`config.mk`:
```
export PLATFORM = sky130hd
export DESIGN_NAME = ped_crossing_ctrl
export DESIGN_NICKNAME = d
export VERILOG_FILES = /design/src/rtl/ped_pkg.sv /design/src/rtl/btn_debounce.sv /design/src/rtl/ped_crossing_ctrl.sv
export SDC_FILE = /design/constraint.sdc
export NUM_CORES = 1
export LEC_CHECK = 0
export BUFFER_PORTS_ARGS = -buffer_cell sky130_fd_sc_hd__buf_4
export CAP_MARGIN = 30
export CORE_UTILIZATION = 56
export CTS_CLUSTER_DIAMETER = 60
export DETAILED_ROUTE_END_ITERATION = 12
export PLACE_DENSITY = 0.76
export RECOVER_POWER = 50
export SYNTH_ARGS = -nofsm -noshare
export SYNTH_HDL_FRONTEND = slang
export SYNTH_SLANG_ARGS = --single-unit
```
`constraint.sdc`:
```
create_clock -name clk -period 1.8 [get_ports clk]
set_input_delay 0.18 -clock clk [delete_from_list [all_inputs] [get_ports clk]]
set_output_delay 0.18 -clock clk [all_outputs]
set_load 0.05 [all_outputs]
```
`src/rtl/ped_pkg.sv`:
```
// ped_pkg: shared FSM state type, lamp encodings and lamp legality check for the crosswalk controller
package ped_pkg;
  typedef enum logic [2:0] {
    IDLE  = 3'd0,
    WAIT  = 3'd1,
    WALK  = 3'd2,
    FLASH = 3'd3,
    FAULT = 3'd4
  } ped_state_t;
  localparam logic [2:0] LAMP_R = 3'b100;
  localparam logic [2:0] LAMP_Y = 3'b010;
  localparam logic [2:0] LAMP_G = 3'b001;
  // At most one lamp lit; the all-off case is timed separately by the caller.
  function automatic logic legal_lamp(input logic [2:0] l);
    return l inside {3'b000, LAMP_R, LAMP_Y, LAMP_G};
  endfunction
endpackage

```
`src/rtl/btn_debounce.sv`:
```
// btn_debounce: 2-flop synchronizer, level debounce and one-cycle press pulse on the debounced rising edge
// Ports: clk, reset (sync, active-low), btn_raw (async bouncy input), press (1-cycle pulse per accepted press)
module btn_debounce #(
  parameter int DEBOUNCE_CYCLES = 4
) (
  input  logic clk,
  input  logic reset,
  input  logic btn_raw,
  output logic press
);
  localparam int CW = $clog2(DEBOUNCE_CYCLES + 1);
  logic [1:0] sync_q;
  logic lvl_q, lvl_d, prev_q, diff, hit;
  logic [CW-1:0] cnt_q, cnt_d;
  assign diff  = sync_q[1] != lvl_q;
  assign hit   = diff && cnt_q == CW'(DEBOUNCE_CYCLES - 1);
  assign cnt_d = diff && !hit ? cnt_q + 1'b1 : '0;
  assign lvl_d = hit ? sync_q[1] : lvl_q;
  assign press = lvl_q & ~prev_q;
  always_ff @(posedge clk) begin
    if (!reset) begin
      sync_q <= '0;
      lvl_q  <= 1'b0;
      prev_q <= 1'b0;
      cnt_q  <= '0;
    end else begin
      sync_q <= {sync_q[0], btn_raw};
      lvl_q  <= lvl_d;
      prev_q <= lvl_q;
      cnt_q  <= cnt_d;
    end
  end
endmodule

```
`src/rtl/ped_crossing_ctrl.sv`:
```
// ped_crossing_ctrl: pedestrian head and request conditioning beside traffic_light
// Ports: clk, reset (sync, active-low), btn_raw, red/yellow/green (vehicle lamps in),
//   ped_button (request to traffic_light), walk, dont_walk, req_pending, fault (sticky).
// Macro PED_COUNTDOWN_EN adds output countdown (remaining walk+flash cycles).
module ped_crossing_ctrl
  import ped_pkg::*;
#(
  parameter int DEBOUNCE_CYCLES = 4,
  parameter int WALK_CYCLES     = 40,
  parameter int FLASH_CYCLES    = 20,
  parameter int FLASH_HALF      = 2
) (
  input  logic clk,
  input  logic reset,
  input  logic btn_raw,
  input  logic red,
  input  logic yellow,
  input  logic green,
  output logic ped_button,
  output logic walk,
  output logic dont_walk,
  output logic req_pending,
  output logic fault
`ifdef PED_COUNTDOWN_EN
  ,
  output logic [$clog2(WALK_CYCLES+FLASH_CYCLES+1)-1:0] countdown
`endif
);
  localparam int TW = $clog2(WALK_CYCLES + FLASH_CYCLES + 1);
  localparam int HW = $clog2(FLASH_HALF + 1);
  ped_state_t state_q, state_d;
  logic [TW-1:0] timer_q, timer_d;
  logic [HW-1:0] hc_q, hc_d;
  logic fl_q, fl_d, req_q, req_d, red_prev_q, off_q, press, red_on, red_rise, bad, half_end;
  logic [2:0] lamp_q;
  btn_debounce #(.DEBOUNCE_CYCLES(DEBOUNCE_CYCLES)) u_db (
    .clk(clk),
    .reset(reset),
    .btn_raw(btn_raw),
    .press(press)
  );
  assign red_on   = |(lamp_q & LAMP_R);
  assign red_rise = lamp_q == LAMP_R && !red_prev_q;
  // off_q remembers the previous lamp_q was dark, so a single dark cycle (e.g. straight after reset) is tolerated.
  assign bad      = !legal_lamp(lamp_q) || (lamp_q == 3'b000 && off_q);
  assign half_end = hc_q == HW'(FLASH_HALF - 1);
  always_comb begin
    state_d = state_q;
    timer_d = timer_q;
    hc_d    = hc_q;
    fl_d    = fl_q;
    req_d   = req_q | press;
    case (state_q)
      IDLE: state_d = press || req_q ? WAIT : IDLE;
      WAIT: if (red_rise) begin
        state_d = WALK;
        req_d   = 1'b0;
        timer_d = TW'(WALK_CYCLES - 1);
      end
      WALK: begin
        timer_d = timer_q - 1'b1;
        if (!red_on) state_d = IDLE;
        else if (timer_q == '0) begin
          state_d = FLASH;
          timer_d = TW'(FLASH_CYCLES - 1);
          hc_d    = '0;
          fl_d    = 1'b0;
        end
      end
      FLASH: begin
        timer_d = timer_q - 1'b1;
        hc_d    = half_end ? '0 : hc_q + 1'b1;
        fl_d    = half_end ? ~fl_q : fl_q;
        if (!red_on) state_d = IDLE;
        else if (timer_q == '0) state_d = req_d ? WAIT : IDLE;
      end
      default: req_d = 1'b0;
    endcase
    if (bad) begin
      state_d = FAULT;
      req_d   = 1'b0;
    end
  end
  always_ff @(posedge clk) begin
    if (!reset) begin
      state_q    <= IDLE;
      timer_q    <= '0;
      hc_q       <= '0;
      fl_q       <= 1'b0;
      req_q      <= 1'b0;
      lamp_q     <= 3'b000;
      red_prev_q <= 1'b0;
      off_q      <= 1'b0;
    end else begin
      state_q    <= state_d;
      timer_q    <= timer_d;
      hc_q       <= hc_d;
      fl_q       <= fl_d;
      req_q      <= req_d;
      lamp_q     <= {red, yellow, green};
      red_prev_q <= red_on;
      off_q      <= lamp_q == 3'b000;
    end
  end
  assign ped_button  = state_q == WAIT;
  assign walk        = state_q == WALK;
  assign dont_walk   = state_q == FLASH ? fl_q : state_q != WALK;
  assign req_pending = req_q;
  assign fault       = state_q == FAULT;
`ifdef PED_COUNTDOWN_EN
  assign countdown = state_q == WALK ? timer_q + TW'(FLASH_CYCLES) : state_q == FLASH ? timer_q : '0;
`endif
endmodule

```
# Word level (Yosys, flattened, before mapping)
# Cells that the tools add are included.
totals:
  regBits: 25
  in_bits: 6
op_classes:
  addsub: 3
  eq_ne: 20
  muxes: 24
  n_bitwise: 5
  reduce_logical: 25
op_table:
  columns: ["operator", "count"]
  rows:
  - ["2-to-1 mux 3 bit", 6]
  - ["2-to-1 mux 6 bit", 3]
  - ["one-hot mux 6 bit (3 select lines)", 1]
  - ["equality test 3 x 2 -> 1 bit (second input constant)", 4]
  - ["one-hot mux 3 bit (4 select lines)", 1]
  - ["AND reduction 4 bit", 3]
  - ["nonzero test 4 bit", 2]
  - ["2-to-1 mux 1 bit", 7]
  - ["equality test 3 x 1 -> 1 bit (second input constant)", 2]
  - ["equality test 3 bit (second input constant)", 2]
  - ["zero test 3 bit", 2]
  - ["zero test 6 bit", 1]
  - ["2-to-1 mux 2 bit", 3]
  - ["!= test 2 x 1 -> 1 bit (second input constant)", 3]
  - ["!= test 3 x 2 -> 1 bit (second input constant)", 2]
  - ["subtractor 6 x 1 -> 6 bit (second input constant)", 1]
  - ["nonzero test 5 bit", 1]
  - ["logical AND 1 bit", 4]
  - ["!= test 4 x 3 -> 1 bit (second input constant)", 1]
  - ["!= test 4 bit (second input constant)", 1]
  - ["one-hot mux 1 bit (2 select lines)", 2]
  - ["one-hot mux 2 bit (2 select lines)", 1]
  - ["AND reduction 2 bit", 2]
  - ["adder 3 x 1 -> 3 bit (second input constant)", 1]
  - ["other kinds (16)", 21]

# Depth between registers and ports, before layout
logic_depth:
  depth_word: 8
  mapped_depth: 6

# By module
# A second synthesis with hierarchy kept.
unflattened:
  cells_unflattened: 129
  area_unflattened_um2: 1183.6
modules_own_cells:
  columns: ["module", "instances", "cells_each", "area_per_inst_um2", "seq_area_each_um2"]
  rows:
  - ["ped_crossing_ctrl", 1, 109, 934.6, 360.3]
  - ["btn_debounce", 1, 20, 249.0, 140.1]

# Worst setup path after synthesis
# No wires, ideal clock.
synth_path:
  kind: "reg-to-output"
  from: "register state_q[0]"
  to: "output ped_button"
  arrival_time_ps: 1667
  required_ps: 1620
  setup_slack_ps: -47
  stages_incl_launch_ff: 4
  n_path_buf: 1
  cell_sequence: "dfxtp_1 buf_2 inv_1 nor3_1"
synth_via:
  elab_chain_len: 1
synth_lines:
  columns: ["item", "line_no", "rtl"]
  rows:
  - ["start: declaration", "ped_crossing_ctrl.sv:31", "ped_state_t state_q, state_d;"]
  - ["start signal: assignment", "ped_crossing_ctrl.sv:95", "state_q <= state_d;"]
  - ["equality test 3 x 1 -> 1 bit", "ped_crossing_ctrl.sv:105", "assign ped_button = state_q == WAIT;"]
  - ["end: declaration", "ped_crossing_ctrl.sv:19", "output logic ped_button,"]
# No other way between the ends.

# Final worst setup path
layout_path:
  from: "register timer_q[0]"
  to: "register timer_q[4]"
layout_via:
  elab_chain_len: 4
layout_lines:
  columns: ["item", "line_no", "rtl"]
  rows:
  - ["start: declaration", "ped_crossing_ctrl.sv:32", "logic [TW-1:0] timer_q, timer_d;"]
  - ["start signal: assignment", "ped_crossing_ctrl.sv:96", "timer_q <= timer_d;"]
  - ["subtractor 6 x 1 -> 6 bit or zero test 6 bit (tied branches)", "ped_crossing_ctrl.sv:61, ped_crossing_ctrl.sv:71, ped_crossing_ctrl.sv:63", null]
  - ["2-to-1 mux 6 bit", "ped_crossing_ctrl.sv:63", "else if (timer_q == '0) begin"]
  - ["2-to-1 mux 6 bit", "ped_crossing_ctrl.sv:62", "if (!red_on) state_d = IDLE;"]
  - ["one-hot mux 6 bit (3 select lines) *", "ped_crossing_ctrl.sv:53", "case (state_q)"]
# Every way passes the cells marked *; elsewhere a longest branch is shown, timed or not.
# A chain may end at the register's enable or synchronous reset.

==> impl_summary.md <==
Status
The flow ran to the end, and the final reports show no timing, DRC or antenna violations.

Synthesis
The number of flops mapped to enable cells by yosys is 0. The most used flip-flop cell after synthesis is dfxtp_1. The number of nets handed over by synthesis was 136. The unique cell type count in the Yosys netlist is 37.

A synthesized cell averages 8.995 um2. After synthesis, flip-flops and latches occupy 43.81% of the total area. The area share of and/or/nand/nor cells after synthesis is 27.27%. Of all cell types, the one taking the most synthesized area is dfxtp_1. Of the total synthesized cell area, the portion taken by XOR and XNOR cells is 0.7667%. The synthesized design contains 25 register bits. Counting instances in the post-synthesis netlist gives the leading cell types as dfxtp_1, nand2_1, a21oi_1, nor2_1. The number of instances in the synthesized netlist is 127.

In the post-synthesis netlist, the biggest area contributors are dfxtp_1, a21oi_1, and2_1. The most instantiated library cell after synthesis is dfxtp_1. Of the total synthesized cell area, the portion taken by full adders, half adders and majority gates is 4.162%.

The async set-or-reset flop fraction in the synthesized netlist is 0%. The cell area that synthesis handed to floorplanning was 1142 um2. The Yosys step of the flow raised 0 warnings. Summing the areas of all compound-gate instances in the mapped netlist gives 16.98% of the synthesized area. The post-synthesis mux area share is 1.752%. The largest family of logic cells by synthesized area is simple AND/OR/NAND/NOR gates. The synthesized design devotes to its leading area cell type 43.81% of total area.

Clock network
The cell sitting at the root of the clock tree is a clkbuf_4. The post-CTS repair timing setup buffer count is 0. In this run the number of H-tree levels came out at 1.

Clock-pin slew was measured on the worst setup and hold paths at 0.13 ns. The clock tree from TritonCTS is built. The clock net in this run drives a total of 25 sinks. At the later pin of the worst-skew pair, clock insertion delay measures 0.31 ns. Buffers inserted to repair hold after CTS numbered 0. The number of CTS-inserted buffers is 3. No sink is reached through more buffers than the 2 on the longest clock path.

Global route
Entering global routing, the biggest net connects 15 pins. The aggregate global-route resource usage is 23.57%. The first global-routing pass estimated 3.622 mm of wire. The total grt overflow is 0. The via count of the first global-routing pass is 878. The number of antenna violations at the first check in global routing is 0.

Layout
The share of cells above drive strength 1 is 17.73%. At the end of the flow, the number of nets in the layout was 151. The antenna cell count is 0. The post-synthesis to final-layout area growth is 14.02%. The cell area after layout is 1303 um2. The count of fill cells added during filler insertion is 159.

Detailed routing
The average wire length per cell after detail routing is 13.77 um. The total iterations of the first detailed-routing run is 4. For this block, the routed nets add up to 2.286 mm of wire. The overall via count from detail_route is 938. The detail-routed via count per cell is 5.651. The detailed router's first-iteration violation count is 20. The residual DRC count is 0.

The count of nets left with antenna violations after detail routing is 0.

Placement
After detailed placement, the total cell area comes to 1261 um2. The final weighted congestion in routability-driven placement is 0.7869. In this run the tool buffered the top-level ports with 10 buffer cells. Summed over all nets, the half-perimeter wirelength after detailed placement is 1.671 mm.

Timing
For this run, the top clock speed supported by timing is 0.5877 GHz. The post-route setup TNS is 0 ns. Setup repair after global routing left no endpoint under its margin. The share of the clock period used by the worst path is 94.53%. The transition at the pin with the smallest max-transition slack is 0.5931 ns. The number of pins with negative max-slew slack in the final report is 0. The worst path needs 1.701 ns of the cycle, external delays included. The worst hold slack is 0.06182 ns. The final hold violation count is 0.

The setup-violating endpoint count in the final report is 0. The clock tree skew after final layout is 0.001485 ns. The worst pin sits at a relative slew slack of 60.63%.

Floorplan
The die is 47.17 um wide. The number of top-level pins is 11. The y dimension of the die is 47.17 um. The floorplan has 15 rows. For this configuration, the core starts out at a cell density of 62.75%.

The floorplan step defined a die boundary enclosing 2225 um2. After floorplanning, the core was sized to cover 1821 um2.

Run
The number of max-cap violations is 0.

Pwr
In this run the static leakage power is 0.5130 nW. Power spread over the standard cell area amounts to 735.8 nW/um2. The peak ir drop on the vdd network is 0.0005816 V.

Setup path
The arrival time reported for the critical path endpoint is 1.94 ns. By startpoint and endpoint, the worst setup path is classified as reg -> reg. For the worst setup path, the data required time is 2.04 ns. The kind of end point of the critical path is a flip-flop. The launching element type of the critical path is a flip-flop. Along the worst path, the maximum fanout reaches 5.

Worst hold path
In this run the worst hold path is classified as in -> reg.
cells in the final DEF (no fill, tap or decap), drive strengths merged, types with 2 or more instances in the layout:
cell / count
mux2i: 2
clkbuf: 6
nand3: 3
and2: 8
ha: 3
dfxtp: 25
or4b: 2
nand2: 12
a21oi: 10
buf: 13
and3: 2
or3: 5
nor2: 10
a221oi: 2
o21ai: 4
o21a: 4
a31oi: 2
inv: 8
nor3: 6
cells by family after synthesis:
logic type / count (synthesis)
flops: 25
mux: 2
simple gates: 54
fa+ha+maj: 4
xor+xnor: 1
compound gates: 28
buf+inv: 13
layer usage:
metal	part of all wire (%)	routed length (um)	global-route usage (%)	vias up
met1	48	1092	27.53	436
li1	-	-	-	476
met5	0	0	0	-
met4	1.4	31	8.571	0
met2	48	1095	43.33	22
met3	2.9	67	3.462	4
cell type report:
| type | count | area, um2 | area share (%) |
|---|---|---|---|
| clock buffer | 4 | 26.28 | 2.017 |
| multi-input combinational | 89 | 608.1 | 46.69 |
| inverter | 8 | 30.03 | 2.305 |
| tap | 25 | 31.28 | 2.402 |
| sequential | 25 | 501.7 | 38.52 |
| timing repair buffer | 15 | 105.1 | 8.069 |
state kept, by name, indices dropped and copies added (netlist names):
signal       flops
fl_q             1
hc_q             2
lamp_q           3
off_q            1
red_prev_q       1
req_pending      1
state_q          3
timer_q          6
u_db.cnt_q       3
u_db.lvl_q       1
u_db.prev_q      1
u_db.sync_q      2
critical path, cell delays in order, from the launching register on:
cell and delay, ns:
dfxtp_1 0.36, inv_1 0.10, ha_4 0.15, or3b_4 0.41, or3_1 0.38, a221oi_2 0.23
worst paths after layout:
check	slack (ns)	to	from	cells past startpoint
min reg2reg	0.43	u_db.cnt_q[0]$_SDFF_PN0_	u_db.cnt_q[0]$_SDFF_PN0_	1
min	0.06	lamp_q[0]$_SDFF_PN0_	green	2
max reg2reg	0.1	timer_q[4]$_SDFFE_PN0P_	timer_q[0]$_SDFFE_PN0P_	5
max	0.1	timer_q[4]$_SDFFE_PN0P_	timer_q[0]$_SDFFE_PN0P_	5
through the flow:
step | utilization [%] | std cells | total power [mW] | setup slack [ns]
after CTS | 70.72 | 166 | 0.9582 | 0.04495
after floorplan | - | 127 | 0.6796 | -0.002881
after global placement | 69.28 | 162 | 0.7137 | 0.1475
after detailed placement | 69.28 | 162 | 0.7180 | 0.05196
final | 71.55 | 166 | 0.9584 | 0.09853
after global routing | 71.55 | 166 | 0.9927 | 0.03936
power by group:
part	total, mW	switching (mW)	leakage [nW]	internal, mW
registers	0.585	0.0160	0.204	0.569
logic	0.125	0.0705	0.294	0.0541
clock network	0.249	0.162	0.0150	0.0866
what timing repair did:
action                                  CTS  global route
resized for setup                         0             6
endpoints found under the setup margin    0             4
hold endpoints to repair                  0             0
Power figures use the tool's default switching activity.
